**src/rtl/mips_ctrl_pkg.sv**
```systemverilog
// Shared encodings for the multicycle MIPS controller: states, opcodes,
// ALUOp and PCSource codes.
package mips_ctrl_pkg;

  typedef enum logic [3:0] {
    S_IDLE   = 4'd0,
    S_FETCH  = 4'd1,
    S_DECODE = 4'd2,
    S_MEMADR = 4'd3,
    S_MEMRD  = 4'd4,
    S_MEMWB  = 4'd5,
    S_MEMWR  = 4'd6,
    S_EXEC   = 4'd7,
    S_ALUWB  = 4'd8,
    S_BEQ    = 4'd9,
    S_JUMP   = 4'd10,
    S_ADDIEX = 4'd11,
    S_ADDIWB = 4'd12,
    S_BNE    = 4'd13
  } state_t;

  localparam logic [5:0] OP_RTYPE = 6'b000000;
  localparam logic [5:0] OP_J     = 6'b000010;
  localparam logic [5:0] OP_BEQ   = 6'b000100;
  localparam logic [5:0] OP_BNE   = 6'b000101;
  localparam logic [5:0] OP_ADDI  = 6'b001000;
  localparam logic [5:0] OP_LW    = 6'b100011;
  localparam logic [5:0] OP_SW    = 6'b101011;

  localparam logic [1:0] ALUOP_ADD   = 2'b00;
  localparam logic [1:0] ALUOP_SUB   = 2'b01;
  localparam logic [1:0] ALUOP_FUNCT = 2'b10;

  localparam logic [1:0] PCSRC_ALU    = 2'b00;
  localparam logic [1:0] PCSRC_ALUOUT = 2'b01;
  localparam logic [1:0] PCSRC_JUMP   = 2'b10;

  localparam logic [1:0] SRCB_REG  = 2'b00;
  localparam logic [1:0] SRCB_FOUR = 2'b01;
  localparam logic [1:0] SRCB_IMM  = 2'b10;
  localparam logic [1:0] SRCB_BOFF = 2'b11;

  function automatic logic is_mem_op(input logic [5:0] op);
    return (op == OP_LW) || (op == OP_SW);
  endfunction

endpackage

```
**src/rtl/mc_ctrl_outdec.sv**
```systemverilog
// Combinational control-output decoder for the multicycle controller.
// BNE strobes exist only when MC_CTRL_BNE_EN is defined.
module mc_ctrl_outdec
  import mips_ctrl_pkg::*;
(
  input  state_t     state,
  input  logic       mem_ready,
  output logic       PCWrite,
  output logic       PCWriteCond,
  output logic       PCWriteCondNe,
  output logic       IorD,
  output logic       MemRead,
  output logic       MemWrite,
  output logic       IRWrite,
  output logic       MemtoReg,
  output logic       ALUSrcA,
  output logic       RegWrite,
  output logic       RegDst,
  output logic [1:0] ALUOp,
  output logic [1:0] ALUSrcB,
  output logic [1:0] PCSource
);

  always_comb begin
    PCWrite       = 1'b0;
    PCWriteCond   = 1'b0;
    PCWriteCondNe = 1'b0;
    IorD          = 1'b0;
    MemRead       = 1'b0;
    MemWrite      = 1'b0;
    IRWrite       = 1'b0;
    MemtoReg      = 1'b0;
    ALUSrcA       = 1'b0;
    RegWrite      = 1'b0;
    RegDst        = 1'b0;
    ALUOp         = ALUOP_ADD;
    ALUSrcB       = SRCB_REG;
    PCSource      = PCSRC_ALU;

    case (state)
      S_FETCH: begin
        // PC/IR update only on the cycle the instruction word arrives
        MemRead = 1'b1;
        ALUSrcB = SRCB_FOUR;
        PCWrite = mem_ready;
        IRWrite = mem_ready;
      end
      S_DECODE: ALUSrcB = SRCB_BOFF;
      S_MEMADR, S_ADDIEX: begin
        ALUSrcA = 1'b1;
        ALUSrcB = SRCB_IMM;
      end
      S_MEMRD: begin
        MemRead = 1'b1;
        IorD    = 1'b1;
      end
      S_MEMWR: begin
        MemWrite = 1'b1;
        IorD     = 1'b1;
      end
      S_MEMWB: begin
        RegWrite = 1'b1;
        MemtoReg = 1'b1;
      end
      S_EXEC: begin
        ALUSrcA = 1'b1;
        ALUOp   = ALUOP_FUNCT;
      end
      S_ALUWB: begin
        RegWrite = 1'b1;
        RegDst   = 1'b1;
      end
      S_ADDIWB: RegWrite = 1'b1;
      S_BEQ: begin
        ALUSrcA     = 1'b1;
        ALUOp       = ALUOP_SUB;
        PCWriteCond = 1'b1;
        PCSource    = PCSRC_ALUOUT;
      end
`ifdef MC_CTRL_BNE_EN
      S_BNE: begin
        ALUSrcA       = 1'b1;
        ALUOp         = ALUOP_SUB;
        PCWriteCondNe = 1'b1;
        PCSource      = PCSRC_ALUOUT;
      end
`endif
      S_JUMP: begin
        PCWrite  = 1'b1;
        PCSource = PCSRC_JUMP;
      end
      default: ;
    endcase
  end

endmodule

```
**src/rtl/multicycle_control.sv**
```systemverilog
// Multicycle MIPS control FSM: state register and next-state logic; outputs
// come from mc_ctrl_outdec. Define MC_CTRL_BNE_EN to add the BNE instruction.
module multicycle_control
  import mips_ctrl_pkg::*;
#(
  parameter int OP_W            = 6,
  parameter bit IDLE_ON_ILLEGAL = 1'b0
) (
  input  logic            clk,
  input  logic            reset,
  input  logic [OP_W-1:0] opcode,
  input  logic            mem_ready,
  output logic            PCWrite,
  output logic            PCWriteCond,
  output logic            PCWriteCondNe,
  output logic            IorD,
  output logic            MemRead,
  output logic            MemWrite,
  output logic            IRWrite,
  output logic            MemtoReg,
  output logic            ALUSrcA,
  output logic            RegWrite,
  output logic            RegDst,
  output logic [1:0]      ALUOp,
  output logic [1:0]      ALUSrcB,
  output logic [1:0]      PCSource,
  output logic            illegal_op,
  output logic [3:0]      state
);

  state_t     cur_state, nxt_state;
  logic [5:0] op6;
  logic       is_sw_q;
  logic       unused_opcode;

  // Only the top six bits are the MIPS opcode field; wider buses carry junk below.
  assign op6           = opcode[OP_W-1 -: 6];
  assign unused_opcode = ^opcode;

  always_ff @(posedge clk or posedge reset) begin
    if (reset) begin
      cur_state <= S_IDLE;
      is_sw_q   <= 1'b0;
    end else begin
      cur_state <= nxt_state;
      // Remember lw vs sw so MEMADR does not need the opcode again
      if (cur_state == S_DECODE)
        is_sw_q <= (op6 == OP_SW);
    end
  end

  always_comb begin
    nxt_state  = cur_state;
    illegal_op = 1'b0;
    case (cur_state)
      S_IDLE:   nxt_state = S_FETCH;
      S_FETCH:  if (mem_ready) nxt_state = S_DECODE;
      S_DECODE: begin
        if (is_mem_op(op6)) begin
          nxt_state = S_MEMADR;
        end else begin
          case (op6)
            OP_RTYPE: nxt_state = S_EXEC;
            OP_BEQ:   nxt_state = S_BEQ;
            OP_J:     nxt_state = S_JUMP;
            OP_ADDI:  nxt_state = S_ADDIEX;
`ifdef MC_CTRL_BNE_EN
            OP_BNE:   nxt_state = S_BNE;
`endif
            default: begin
              illegal_op = 1'b1;
              nxt_state  = IDLE_ON_ILLEGAL ? S_IDLE : S_FETCH;
            end
          endcase
        end
      end
      S_MEMADR: nxt_state = is_sw_q ? S_MEMWR : S_MEMRD;
      S_MEMRD:  if (mem_ready) nxt_state = S_MEMWB;
      S_MEMWR:  if (mem_ready) nxt_state = S_FETCH;
      S_EXEC:   nxt_state = S_ALUWB;
      S_ADDIEX: nxt_state = S_ADDIWB;
      S_MEMWB, S_ALUWB, S_ADDIWB, S_BEQ, S_JUMP:
        nxt_state = S_FETCH;
`ifdef MC_CTRL_BNE_EN
      S_BNE:    nxt_state = S_FETCH;
`endif
      default:  nxt_state = S_IDLE;
    endcase
  end

  assign state = cur_state;

  mc_ctrl_outdec u_outdec (
    .state         (cur_state),
    .mem_ready     (mem_ready),
    .PCWrite       (PCWrite),
    .PCWriteCond   (PCWriteCond),
    .PCWriteCondNe (PCWriteCondNe),
    .IorD          (IorD),
    .MemRead       (MemRead),
    .MemWrite      (MemWrite),
    .IRWrite       (IRWrite),
    .MemtoReg      (MemtoReg),
    .ALUSrcA       (ALUSrcA),
    .RegWrite      (RegWrite),
    .RegDst        (RegDst),
    .ALUOp         (ALUOp),
    .ALUSrcB       (ALUSrcB),
    .PCSource      (PCSource)
  );

endmodule

```
**config.mk**
```make
export PLATFORM = sky130hd
export DESIGN_NAME = multicycle_control
export DESIGN_NICKNAME = d
export VERILOG_FILES = /design/src/rtl/mips_ctrl_pkg.sv /design/src/rtl/mc_ctrl_outdec.sv /design/src/rtl/multicycle_control.sv
export SDC_FILE = /design/constraint.sdc
export NUM_CORES = 1
export LEC_CHECK = 0
export ABC_AREA = 1
export BUFFER_PORTS_ARGS = -buffer_cell sky130_fd_sc_hd__buf_2
export CORE_MARGIN = 3
export CORE_UTILIZATION = 35
export CTS_CLUSTER_SIZE = 40
export DETAILED_ROUTE_END_ITERATION = 8
export PLACE_DENSITY = 0.69
export SYNTH_ARGS = -nofsm -noshare
export SYNTH_HDL_FRONTEND = slang
export SYNTH_HIERARCHICAL = 1
export SYNTH_SLANG_ARGS = --single-unit
```
**constraint.sdc**
```tcl
create_clock -name clk -period 1.17 [get_ports clk]
set_clock_uncertainty 0.1 [all_clocks]
set_input_delay 0.0585 -clock clk [delete_from_list [all_inputs] [get_ports clk]]
set_output_delay 0.0585 -clock clk [all_outputs]
set_load 0.03 [all_outputs]
```
==> impl_metrics.toml, run 1 <==
[floorplanning]
rows = 14
start_util_pct = 38.7
fp.dieH_microns = 47.5
die_area_sq_um = 2260
io_pins = 31
core_area_sq_um = 1560
dieWidth_microns = 47.5

[sta]
hold_viol_final = 0
min_period_ps = 1530
setup_ws_ps = -362
final-setup-viol-count = 25
grt_setup_unrepaired = "yes"
slew_viol_final = 0
fmax_mhz = 653
whs_ps = 68.0
period_share_pct = 131

[final_layout]
drive_gt1_share_pct = 69.2
diodes = 0
synthToLayoutAreaGrowth_pct = 133
final_nets = 179

[grt]
gr-usage-met3_pct = 2.63
grt_overflow = 0
grt_util_met2_pct = 47.1
track_usage_pct = 25.9
grt_busiest_layer = "met2"
antenna_found_initial = 0
grt_pass1_vias = 905
grt_max_degree = 8
grtUsageMet1_pct = 27.4
grt_pass1_wl_microns = 4070

[min_path]
min_path_type = "input port to flop"
holdPathEnd = "state[3]"
hold_depth = 3
min_from = "opcode[2]"

[detailed_routing]
initialDrtViolationCount = 28
drc = 0
num_vias = 999
wirelength_microns = 3240
wl_per_cell_microns = 17.5
ant_nets = 0
via_per_inst = 5.40
drt_first_pass_iters = 4

[power_and_ir_drop]
p_clk_share_pct = 6.2
internal_power_mw = 1.71
seq_power_share_pct = 9.7
p_comb_share_pct = 84.2
switching_share_pct = 53.3
peakVddDrop_mv = 1.73
p_leak_nw = 0.727
p_sw_mw = 1.95
power_density_nw_per_um2 = 2610

[setup_path]
r2r_cells = 9
cp-start-kind = "flop"
worstReg2RegStart = "state[3]"
worstSetupEndpointType = "output pin"
criticalPathCategory = "flop to output pin"
r2r_setup_slack_ps = -290
critPathRequiredTime_ps = 1010
rr_endpoint = "state[2]"
arrival_ps = 1370
crit_fanout = 3

[placement]
io_buffers = 29
gp_congestion = 0.822
dp_slack_ps = -159
dp_hpwl_microns = 1380

[job]
cap_violations = 0

[clock_network]
root_buffer = "clkbuf_4"
path_clk_slew_ps = 60
cts_sinks = 5
cts_tree = "done"
cts_buffer_depth = 2
cts_buffers = 3
clk_latency_ps = 260
htreeDepth = 1

[logic_synthesis]
avgSynthCellArea_sq_um = 5.43
ys_seq_area_share_pct = 20.7
syn_inst = 111
yosys_warnings = 6
netlist_area_sq_um = 603
synth_nets = 120
ys_seq_elements = 5
yosysUniqueCellTypes = 20

[status]
violations = "setup timing"
outcome = "finished with violations"
## synthesized netlist by cell type, drive strengths merged
master | count | area, sq um
o21ai | 9 | 45.0
nand4 | 1 | 6.26
conb | 1 | 3.75
xor2 | 1 | 8.76
a21oi | 1 | 5.00
buf | 2 | 15.0
nor2 | 22 | 95.1
nand2 | 36 | 145
nand3 | 6 | 35.0
inv | 23 | 86.3
dfrtp | 5 | 125
nor3 | 3 | 25.0
a21boi | 1 | 7.51
## what timing repair did
action | 4_1_cts | 5_1_grt
gates resized for setup | 75 | 24
setup buffers | 10 | 4
endpoints found under the setup margin | 22 | 25
hold buffers | 3 | 0
endpoints found under the hold margin | 7 | 0
pin swaps | 12 | 10
## cells in the final DEF (no fill, tap or decap), drive strengths merged
cell / count
a21boi: 1
a21oi: 1
buf: 53
clkbuf: 4
conb: 1
dfrtp: 5
dlygate4sd3: 3
inv: 23
nand2: 36
nand3: 6
nand4: 1
nor2: 22
nor3: 3
o21ai: 9
xor2: 1
## through the flow
step / total power, mW / std cells / util (%) / setup TNS, ps / instance area, sq um
2_1_floorplan: 1.51 / 111 / - / -1190 / 661
3_3_place_gp: 2.12 / 165 / 58.7 / -1670 / 915
3_5_place_dp: 2.16 / 165 / 58.7 / -1900 / 915
4_1_cts: 3.10 / 181 / 82.5 / -5000 / 1290
5_1_grt: 3.82 / 185 / 90.1 / -7600 / 1410
6_report: 3.66 / 185 / 90.1 / -6690 / 1410
## registers in the layout, summed over array words and instances (netlist names)
name,flops
state,4
is_sw_q,1
## routing by layer
metal  vias up  part of all wire [%]
met5         -                     0
met4         0                   5.5
met3        22                   7.8
met2        79                    53
met1       448                    33
li1        450                     -
## cell families after synthesis
logic type,synth area share (%)
and+or+nand+nor,50.8
buffers and inverters,16.8
AOI/OAI and AO/OA,9.54
DFF,20.7
xor gates and xnor gates,1.45
other,0.622
## area by class of cell
cell class | instances | area, sq um
multi-input combinational | 81 | 568
inverter | 23 | 101
tap | 16 | 20.0
timing repair buffer | 56 | 559
sequential | 5 | 130
clock buffer | 4 | 26.3
fill | 74 | 154
## power by group through the flow
stage	clock [mW]	sequential, mW	combinational [mW]
6_report	0.227	0.353	3.08
3_3_place_gp	0	0.343	1.78
2_1_floorplan	0	0.463	1.04
3_5_place_dp	0	0.346	1.81
5_1_grt	0.238	0.358	3.22
4_1_cts	0.212	0.345	2.54
## how the worst max path moves through the flow
stage	slack, ps	from	endpoint	cells past startpoint
after global placement	-130	state[2]	state[2]	8
after floorplan	-230	state[0]	illegal_op	5
after global routing	-410	state[1]	PCWrite	5
after detailed placement	-160	state[2]	state[2]	8
after CTS	-280	state[0]	illegal_op	6
final	-360	state[0]	PCWrite	6
## critical path, stage by stage (launching register included)
cell	delay, ps
dfrtp_2	430
buf_6	130
inv_4	30
nor2_4	170
nand3_2	140
nand2_2	90
buf_6	130
Power figures use the tool's default switching activity.
==> inputs of run 2 (changes only) <==
--- a/config.mk
+++ b/config.mk
@@ -12,6 +12,7 @@
 export CTS_CLUSTER_SIZE = 40
 export DETAILED_ROUTE_END_ITERATION = 8
 export PLACE_DENSITY = 0.69
+export REMOVE_ABC_BUFFERS = 1
 export SYNTH_ARGS = -nofsm -noshare
 export SYNTH_HDL_FRONTEND = slang
 export SYNTH_HIERARCHICAL = 1
==> run 2 against run 1 <==
  * The flow still finishes with violations (setup timing)
  * Clock-buffer cell count stayed put
  * Power is 21% lower
  * Sequential share of layout area is 1.4 points higher
  * Setup slack better by 56 ps
  * Maximum frequency is 3.8% higher
  * Flip-flop and latch count stayed put
  * First-iteration DRC count is 79% lower
  * Routed wire length is 33% lower
==> impl_metrics.toml, run 2 (same netlist as run 1, synthesis figures left out) <==
[sta]
period_share_pct = 126
setup_tns_ps = -5560
whs_ps = 32.8
hold_viol_final = 0
slew_viol_final = 0
setup_ws_ps = -306
grt_setup_unrepaired = "yes"
final-setup-viol-count = 23
fmax_mhz = 677
min_period_ps = 1480

[setup_path]
rr_endpoint = "state[2]"
crit_fanout = 5
r2r_setup_slack_ps = -230
criticalPathCategory = "flop to output pin"
cp-start-kind = "flop"
worstSetupEndpointType = "output pin"
r2r_cells = 9
worstReg2RegStart = "state[1]"
endpoint = "RegDst"
arrival_ps = 1320
critPathRequiredTime_ps = 1010
crit_start = "state[1]"

[grt]
grtUsageMet1_pct = 17.0
grt_busiest_layer = "met2"
grt_pass1_vias = 760
grt_pass1_wl_microns = 2900
grt_overflow = 0
antenna_found_initial = 0
gr-usage-met3_pct = 5.64
track_usage_pct = 18.1
grt_util_met2_pct = 35.3
grt_max_degree = 12

[final_layout]
final_nets = 175
fillers = 117
synthToLayoutAreaGrowth_pct = 95.6
final_cell_mix = "nand2_1, buf_4, buf_6"
multi_input_area_sq_um = 464
largest_reg_flops = 4
drive_gt1_share_pct = 55.2
layout_commonest_cell = "nand2_1"
regArea_sq_um = 126
diodes = 0

[power_and_ir_drop]
power_density_nw_per_um2 = 2450
p_total_mw = 2.89
peakVddDrop_mv = 1.64
p_leak_nw = 0.675

[job]
cap_violations = 0

[clock_network]
htreeDepth = 1
cts_buffer_depth = 2
path_clk_slew_ps = 50
cts_tree = "done"
clk_latency_ps = 250
root_buffer = "clkbuf_4"
cts_buffers = 3
cts_sinks = 5

[floorplanning]
io_pins = 31
rows = 14
dieWidth_microns = 47.5
fp.dieH_microns = 47.5
start_util_pct = 38.7
core_area_sq_um = 1560
die_area_sq_um = 2260

[detailed_routing]
drc = 0
wirelength_microns = 2160
initialDrtViolationCount = 6
wl_per_cell_microns = 12.0
via_per_inst = 4.82
ant_nets = 0
num_vias = 872
drt_first_pass_iters = 4

[min_path]
min_from = "opcode[2]"
min_path_type = "input port to flop"

[placement]
io_buffers = 29
gp_congestion = 0.744
dp_hpwl_microns = 1340

[status]
violations = "setup timing"
outcome = "finished with violations"
## run 2: changes by cell type in the layout (fill, tap and decap cells not counted), moves of 4 or more
cell / delta
inv_1: +5
buf_4: +10
inv_2: -4
nand2_1: +6
buf_6: -10
## run 2: power by group
part | leakage (nW) | internal, mW | switching [mW]
clock network | 0.0150 | 0.129 | 0.0786
registers | 0.0634 | 0.239 | 0.0636
logic | 0.597 | 0.992 | 1.38
total | 0.675 | 1.36 | 1.53
## run 2: stage by stage
step           worst slack, ps  util (%)  area, sq um  std cells
3_5_place_dp              -166      53.1          828        164
3_3_place_gp              -161      53.1          828        164
4_1_cts                   -300      66.9         1040        176
6_report                  -306      75.7         1180        181
5_1_grt                   -385      75.7         1180        181
2_1_floorplan             -497         -          588        109
## run 2: layout make-up
class / count / area share [%]
clock buffers: 4 / 2.23
inverters: 23 / 8.17
multi-input cells: 81 / 39.3
flip-flops and latches: 5 / 10.7
well taps: 16 / 1.70
repair buffers: 52 / 37.9
## run 2: how the worst min path moves through the flow
stage | to | slack (ps) | depth (start not counted)
after floorplan | is_sw_q | -260 | 1
after global placement | is_sw_q | -150 | 2
after detailed placement | state[1] | -140 | 2
after CTS | state[3] | 30 | 3
after global routing | state[3] | 50 | 3
final | state[3] | 30 | 3
## run 2: repair_timing
action | CTS | global route
endpoints found under the setup margin | 22 | 25
resized for setup | 46 | 32
hold buffers | 3 | 0
buffers inserted | 5 | 5
pin swaps | 6 | 9
hold endpoints to repair | 7 | 0
## run 2: routing by layer
layer  wire (microns)  part of all wire, %  up-vias
li1                 -                    -      443
met1              797                   37      382
met2             1160                   54       41
met3              167                  7.7        6
met4               36                  1.7        0
met5                0                    0        -
## run 2: worst max-delay path: stages, from the launching register on
cell and delay, ps:
dfrtp_2 440, buf_6 150, nor2_4 130, nand2_2 80, nor2_1 110, buf_4 170
==> inputs of run 3 (changes only) <==
--- a/config.mk
+++ b/config.mk
@@ -8,10 +8,10 @@
 export ABC_AREA = 1
 export BUFFER_PORTS_ARGS = -buffer_cell sky130_fd_sc_hd__buf_2
 export CORE_MARGIN = 3
-export CORE_UTILIZATION = 35
+export CORE_UTILIZATION = 39
 export CTS_CLUSTER_SIZE = 40
 export DETAILED_ROUTE_END_ITERATION = 8
-export PLACE_DENSITY = 0.69
+export PLACE_DENSITY = 0.75
 export REMOVE_ABC_BUFFERS = 1
 export SYNTH_ARGS = -nofsm -noshare
 export SYNTH_HDL_FRONTEND = slang
==> run 3 against run 2 <==
  * The flow still finishes with violations (setup timing)
  * Die area decreased by 9.0%
  * First-iteration DRC count increased to 3.3 times the previous value
  * Final cell count decreased by 1.7%
  * Non-clock buffer count decreased by 2
  * Clock power increased by 6%
  * Critical endpoint is now PCWrite
  * Largest cell class unchanged
  * Highest routed layer unchanged
==> impl_metrics.toml, run 3 (same netlist as run 1, synthesis figures left out) <==
[detailed_routing]
drc = 0
wl_per_cell_microns = 16.7
wl_met1_microns = 955
top_layer = "met4"
routed-wl-met2_microns = 1500
num_vias = 983
wl_met3_microns = 314
ant_nets = 0
initialDrtViolationCount = 20
drt_first_pass_iters = 4
wirelength_microns = 2970
via_per_inst = 5.52

[power_and_ir_drop]
switching_share_pct = 54.9
p_sw_mw = 1.73
peakVddDrop_mv = 1.59
p_comb_share_pct = 82.9
p_leak_nw = 0.680
p_clk_share_pct = 7.0
power_density_nw_per_um2 = 2600
internal_power_mw = 1.42
seq_power_share_pct = 10.1

[floorplanning]
start_util_pct = 43.6
die_area_sq_um = 2050
rows = 13
fp.dieH_microns = 45.3
core_area_sq_um = 1380
io_pins = 31
dieWidth_microns = 45.3

[grt]
grt_overflow = 0
antenna_found_initial = 0
grt_pass1_vias = 840
grt_max_degree = 10
track_usage_pct = 25.1
grt_pass1_wl_microns = 3680

[setup_path]
rr_endpoint = "state[2]"
worstReg2RegStart = "state[0]"
cp-start-kind = "flop"
r2r_cells = 7
critPathRequiredTime_ps = 1010
crit_fanout = 6
criticalPathCategory = "flop to output pin"
worstSetupEndpointType = "output pin"
r2r_setup_slack_ps = -300
arrival_ps = 1420

[job]
cap_violations = 0

[clock_network]
path_clk_slew_ps = 40
cts_tree = "done"
cts_buffer_depth = 2
cts_sinks = 5
root_buffer = "clkbuf_4"
cts_buffers = 3
htreeDepth = 1
clk_latency_ps = 260

[status]
outcome = "finished with violations"
violations = "setup timing"

[final_layout]
largest_reg_flops = 4
final_cell_mix = "buf_6, nand2_1, buf_4"
finalNonFillerCells = 178
diodes = 0
drive_gt1_share_pct = 60.7
regArea_sq_um = 126
multi_input_area_sq_um = 505
final_nets = 173
layout_commonest_cell = "buf_6"
fillers = 68
synthToLayoutAreaGrowth_pct = 101

[placement]
io_buffers = 29
dpl.cell_count = 162
dp_hpwl_microns = 1320
gp_congestion = 0.799

[sta]
slew_viol_final = 0
period_share_pct = 135
fmax_mhz = 632
grt_setup_unrepaired = "yes"
hold_viol_final = 0
setup_ws_ps = -413
min_period_ps = 1580
whs_ps = 36.2
final-setup-viol-count = 24

[min_path]
holdPathEnd = "state[3]"
min_path_type = "input port to flop"
hold_depth = 3
min_from = "opcode[2]"
[run 3: cell count changes in the layout (fill, tap and decap cells not counted), moves of 2 or more]
cell / change
nand2_4: +3
nand2_1: -6
nand2_2: +3
buf_6: +2
buf_4: -4
inv_1: -2
[run 3: critical path, stage by stage, from the launching register on]
cell and delay [ps]:
dfrtp_1 400, buf_6 160, nor2_4 200, nand3_2 150
nand2_2 120, buf_6 130
[run 3: power groups by stage]
| stage | logic, mW | clock network [mW] | registers (mW) |
|---|---|---|---|
| 6_report | 2.62 | 0.221 | 0.318 |
| 5_1_grt | 2.78 | 0.229 | 0.321 |
| 4_1_cts | 2.22 | 0.213 | 0.300 |
| 3_5_place_dp | 1.59 | 0 | 0.296 |
| 3_3_place_gp | 1.58 | 0 | 0.293 |
| 2_1_floorplan | 0.929 | 0 | 0.448 |
[run 3: final cells by class]
cell class	instances	share of cell area [%]
repair buffers	50	36.1
flip-flops and latches	5	10.4
well taps	15	1.54
clock buffers	4	2.16
multi-input cells	81	41.6
inverters	23	8.14
[run 3: worst max path at each step]
| stage | from | to | slack, ps | cells after the start |
|---|---|---|---|---|
| finish | state[2] | PCWrite | -410 | 5 |
| global route | state[2] | PCWrite | -450 | 5 |
| CTS | state[1] | illegal_op | -260 | 6 |
| floorplan | state[1] | RegWrite | -500 | 3 |
| detailed placement | state[1] | illegal_op | -120 | 5 |
| global placement | state[1] | illegal_op | -110 | 5 |
[run 3: metal layers]
| layer | vias up | global-route usage, % |
|---|---|---|
| met5 | - | 0 |
| met4 | 0 | 17.0 |
| met3 | 25 | 0.398 |
| met2 | 76 | 49.2 |
| met1 | 446 | 25.0 |
| li1 | 436 | - |
[run 3: what timing repair did]
item                                   4_1_cts  5_1_grt
setup endpoints to repair                   21       25
setup buffers                                7        2
pin swaps                                   13        9
resized for setup                           71       25
endpoints found under the hold margin        7        0
hold buffers                                 3        0
[run 3: stage by stage]
step           setup TNS (ps)  area [sq um]  power [mW]  utilization, %  setup WS [ps]
6_report                -6360          1210        3.16            87.9           -413
5_1_grt                 -7440          1210        3.33            87.9           -449
4_1_cts                 -4220          1140        2.74            82.6           -258
3_5_place_dp            -1360           820        1.89            59.3           -121
3_3_place_gp            -1180           820        1.87            59.3           -107
2_1_floorplan           -5100           588        1.38               -           -497
